## src/rtl/clkdiv_scale_ctrl.sv

```systemverilog
// Sequences changes to the clock divider's scale so they land only on output-period boundaries.
// Optional ramp mode (one step per period) is compiled in with `define CLKDIV_CTRL_RAMP_EN.
module clkdiv_scale_ctrl #(
  parameter int               WIDTH          = 8,
  parameter logic [WIDTH-1:0] RESET_SCALE    = WIDTH'(1),
  parameter int               TIMEOUT_CYCLES = 1023
) (
  input  logic             clk,
  input  logic             rst,
  input  logic             req_valid,
  output logic             req_ready,
  input  logic [WIDTH-1:0] req_scale,
  input  logic             req_mode,
  input  logic             period_end,
  output logic [WIDTH-1:0] scale_out,
  output logic             update,
  output logic             busy,
  output logic             timeout_flag,
  output logic [15:0]      period_cnt
);

`ifdef CLKDIV_CTRL_RAMP_EN
  typedef enum logic [1:0] {IDLE = 2'd0, WAIT_BND = 2'd1, RAMP = 2'd2} state_t;
`else
  typedef enum logic [1:0] {IDLE = 2'd0, WAIT_BND = 2'd1} state_t;
  logic unused_mode;
  assign unused_mode = req_mode;
`endif

  localparam logic [15:0] TMO_LAST = 16'(TIMEOUT_CYCLES - 1);

  state_t           state_q, state_d;
  logic [WIDTH-1:0] target_q;
  logic [15:0]      tmo_q;
  logic             accept, tmo_hit, step;
  logic [WIDTH-1:0] step_val;

  assign req_ready = (state_q == IDLE);
  assign busy      = (state_q != IDLE);

  always_comb begin
    accept   = req_valid && (state_q == IDLE);
    // Timeout only forces a step on a cycle the divider did not supply a boundary.
    tmo_hit  = busy && !period_end && (tmo_q == TMO_LAST);
    step     = busy && (period_end || tmo_hit);
    step_val = target_q;
    state_d  = state_q;
`ifdef CLKDIV_CTRL_RAMP_EN
    if (state_q == RAMP)
      step_val = (scale_out < target_q) ? scale_out + WIDTH'(1) : scale_out - WIDTH'(1);
`endif
    case (state_q)
      IDLE: begin
        if (accept && (req_scale != scale_out)) begin
`ifdef CLKDIV_CTRL_RAMP_EN
          state_d = req_mode ? RAMP : WAIT_BND;
`else
          state_d = WAIT_BND;
`endif
        end
      end
      WAIT_BND: if (step) state_d = IDLE;
`ifdef CLKDIV_CTRL_RAMP_EN
      RAMP:     if (step && (step_val == target_q)) state_d = IDLE;
`endif
      default:  state_d = IDLE;
    endcase
  end

  always_ff @(posedge clk) begin
    if (rst) begin
      state_q      <= IDLE;
      scale_out    <= RESET_SCALE;
      target_q     <= RESET_SCALE;
      tmo_q        <= '0;
      update       <= 1'b0;
      timeout_flag <= 1'b0;
      period_cnt   <= '0;
    end else begin
      state_q <= state_d;
      update  <= step;
      if (step) scale_out <= step_val;
      if (accept) target_q <= req_scale;

      if (accept || step)             tmo_q <= '0;
      else if (busy && !period_end)   tmo_q <= tmo_q + 16'd1;

      if (accept)                     timeout_flag <= 1'b0;
      else if (tmo_hit)               timeout_flag <= 1'b1;

      // The boundary that triggers a step is not counted: the count restarts with the new scale.
      if (step)                                    period_cnt <= '0;
      else if (period_end && period_cnt != 16'hFFFF) period_cnt <= period_cnt + 16'd1;
    end
  end

endmodule

```

## config.mk

```make
export PLATFORM = sky130hd
export DESIGN_NAME = clkdiv_scale_ctrl
export DESIGN_NICKNAME = d
export VERILOG_FILES = /design/src/rtl/clkdiv_scale_ctrl.sv
export SDC_FILE = /design/constraint.sdc
export NUM_CORES = 1
export LEC_CHECK = 0
export CAP_MARGIN = 0
export CORE_UTILIZATION = 50
export CTS_CLUSTER_DIAMETER = 200
export DETAILED_ROUTE_END_ITERATION = 16
export PLACE_DENSITY = 0.75
export SLEW_MARGIN = 15
export SYNTH_ARGS = -nofsm -noshare
export SYNTH_HDL_FRONTEND = slang
export SYNTH_SLANG_ARGS = --single-unit
```

## constraint.sdc

```tcl
create_clock -name clk -period 2.5 [get_ports clk]
set_input_delay 0.25 -clock clk [delete_from_list [all_inputs] [get_ports clk]]
set_output_delay 0.25 -clock clk [all_outputs]
set_load 0.05 [all_outputs]
```

# Word level (Yosys, flattened, before mapping)
# Cells that the tools add are included.
# classes
addsub	2
n_eq_ne	6
mux	3
n_reduce_logical	15
# ops
operator	n
$add 16x1->16 const B	2
$eq 16x10->1 const B	1
$ne 16x16->1 const B	1
$ne 8x8->1	1
$logic_and 1x1->1	6
$reduce_or 2->1	3
$mux 2	2
$pmux 2 s2	1
$eq 2x1->1 const B	1
$logic_not 2->1	1
$logic_or 1x1->1	2
$ne 2x1->1 const B	1
$ne 2x2->1 const B	1
$reduce_and 2->1	1
$reduce_bool 2->1	1
$logic_not 1->1	1
# word_totals
reg_bits	52
wordCells	33

# Depth between registers and ports, before layout
# depth
word_depth	7
ltp_mapped	7
ltp_nobuf	6

# Worst setup path after synthesis
# OpenSTA, ideal clock, no wires.
# synth_path
path_kind	flip-flop to flip-flop
from	register period_cnt[0]
to	register period_cnt[11]
setup_ns	0.115
arrival_time_ns	2.155
path_slack_ns	0.229
stages_incl_launch_ff	7
path_buffers	1
period_less_slack_ns	2.271
cell_sequence	dfxtp_1 -> ha_1 -> nand4_1 -> o41ai_1 -> buf_2 -> nor4_1 -> o21ba_2
# synth_via
elab_chain_len	2
word_cells_on_any_way	3
classes_between	add/sub: 1; eq/ne: 1; reduce/logical: 1
# synth_lines
element	line	source
from (decl)	19	output logic [15:0] period_cnt
from (signal assigned)	93	else if (period_end && period_cnt != 16'hFFFF) period_cnt <= period_cnt + 16'd1;
branches (longest 2 deep; another with $add 16x1->16)	--	
# Several ways; the timed one is not identified.
# A chain may end at the register's enable or synchronous reset.

# Worst setup path after layout
# layout_path
from	register period_cnt[1]
to	register period_cnt[11]
# Same word-level chain as after synthesis.

==> qor.txt <==
Final TNS setup - 0 ns
Filler instances - 433
Final net count - 343
Starting Density - 52.6%
Crit path DAT - 2.24 ns
Register Area - 0.00102 mm2
CTS Hold Buffers Added - 0
1st-pass router iterations - 4
Area contributors post-synth - dfxtp_1, nand2_1, xor2_1
DRT met1 WL - 2.71 mm
Gp weighted congestion - 0.824
CTS Buffer Depth - 2
Setup crit end kind - flop
Vias per cell - 5.70
Die Span Y - 73.0 um
Metal3 WL - 241 um
Die X - 73.0 um
Layout cells sized above 1 - 9.15%
Hold Fails Final Rpt - 0
Clk_lat worst skew - 0.31 ns
Antenna violations before repair - 0
First-pass GRT wire length - 9.72 mm
DP HPWL - 3.99 mm
Avg Cell Area, Syn - 8.83 um2
Drc violations - 0
Post-synth EDFFs - 0
Xor/xnor share of the synthesized area - 6.96%
Setup violators final - 0
Routed vias - 2253
Hold_ws - 0.460 ns
Ys Warns - 0
CTS Sinks - 51
Mux contribution to synthesized area - 3.98%
Initial DRC Count - 92
Synthesized area - 0.00252 mm2
Uppermost layer routed - met4
Inst Count DP - 387
IO buf count - 39
# rows - 25
Synth Register Bits - 51
Async SR Flop Fraction - 0%
Post-synth top flop - dfxtp_1
CTS buffer count - 5
GRT overflow - 0
Syn nets - 301
Clk slew on worst S/H paths - 0.10 ns
Synth-to-Final Area Change - 22.8%
Met2 WL - 2.61 mm
Multi-input logic area - 0.00140 mm2
Fmax - 0.494 GHz
Clk_skew - 0.0116 ns
CTS tree - yes
Post-synth top area share - 40.6%
DIE AREA - 0.00532 mm2
Largest family of logic cells by synthesized area - simple AND/OR/NAND/NOR gates
WP data required - 2.71 ns
Postcts setup bufs - 0
WS Path Type - reg2reg
Vias in the first global route - 2150
Crit path max fanout - 8
Tmin final - 2.02 ns
Mapped Cells - 285
Library cells used by synthesis - 45
Max_slew headroom - 62.9%
Commonest cells post-synth - dfxtp_1, nand2_1, a21oi_1, nand3_1
WL final - 5.64 mm
Worst setup SP type - flop
Diode count - 0
Total core area - 0.00479 mm2
Worst-Margin Slew - 0.551 ns
Fin. max-slew vios - 0
MaxCap Viol Count - 0
Worst VDD drop - 0.328 mV
Synth area leader - dfxtp_1
Adder-cell share of the synthesized area - 1.49%
Clock Tree Root - clkbuf_8
Post-synthesis simple-gate area fraction - 25.5%
Total GRT Usage - 23.5%
Leak pwr - 0.984 nW
RSZ-0062 raised after global routing - false
WL/cell - 14.3 um
Power per cell area - 490 mW/mm2
H-tree Lvls - 2
Io pins - 41
Largest net degree at the start of global routing - 26
ANT nets after route - 0
Run status - complete, no violations
Post-layout instance count excluding filler cells - 395
Post-CTS Resized - 0
Most frequent cell after synthesis - dfxtp_1
Post-synthesis sequential area ratio - 40.6%
Period utilisation layout - 81.0%
HP Class - reg2reg
Compound-Gate Fraction of Synth Area - 17.1%
## area by class of cell
| type | instances | area share (%) |
|---|---|---|
| repair buffers | 50 | 15.3 |
| inverters | 6 | 0.729 |
| flip-flops and latches | 51 | 33.0 |
| clock inverters | 1 | 0.283 |
| clock buffers | 7 | 2.79 |
| multi-input cells | 213 | 45.1 |
| well taps | 67 | 2.71 |
## stage by stage
stage / worst slack, ns / util (%) / instance area [um2] / power [mW]
detailed placement: 0.301 / 62.6 / 3000 / 1.04
floorplan: 0.229 / - / 2520 / 0.968
global route: 0.358 / 64.6 / 3090 / 1.58
finish: 0.475 / 64.6 / 3090 / 1.52
CTS: 0.474 / 64.6 / 3090 / 1.53
global placement: 0.310 / 62.6 / 3000 / 1.04
## report_power, final
part	switching [mW]	internal (mW)	total [mW]
Combinational	0.107	0.0714	0.178
Clock	0.269	0.227	0.496
Sequential	0.0134	0.828	0.841
## cells by family after synthesis
logic type / count (synthesis)
AO/OA/AOI/OAI: 60
AND/OR/NAND/NOR: 120
adder cells (fa/ha/maj): 3
buffers and inverters: 21
XOR/XNOR: 20
flip-flops: 51
multiplexers: 10
## placed cells by master, fill, tap and decap left out, types with 10 or more instances in the layout
master           instances
mux2i_1                 10
xor2_1                  12
nand3_1                 13
buf_4                   11
nand4_1                 12
clkdlybuf4s50_1         39
a21oi_1                 18
a211oi_1                12
nand2_1                 43
dfxtp_1                 51
## critical path: stages, from the launching register on
cell and delay, ns:
dfxtp_1 0.49, ha_1 0.28, nand4_1 0.25, o41ai_2 0.45, buf_4 0.21, nor4_1 0.06, o21ba_2 0.19
## flip-flops by register name, indices dropped and copies added (netlist names)
register	flops
update	1
scale_out	8
tmo_q	16
timeout_flag	1
step_val	8
state_q	1
period_cnt	16
## path summary, 6_finish.rpt
check / startpoint / to / slack, ns / cells after the start
hold / removal: step_val[4] / step_val[4] / 0.46 / 2
setup / recovery: period_cnt[1] / period_cnt[11] / 0.48 / 6
setup reg to reg: period_cnt[1] / period_cnt[11] / 0.48 / 6
hold reg to reg: step_val[4] / step_val[4] / 0.46 / 2
## routing by layer
metal  GRT usage (%)  vias up
met2            38.3       45
met3            4.83        7
li1                -     1138
met4            7.41        0
met1            31.2     1063
met5               0        -
Power figures use the tool's default switching activity.
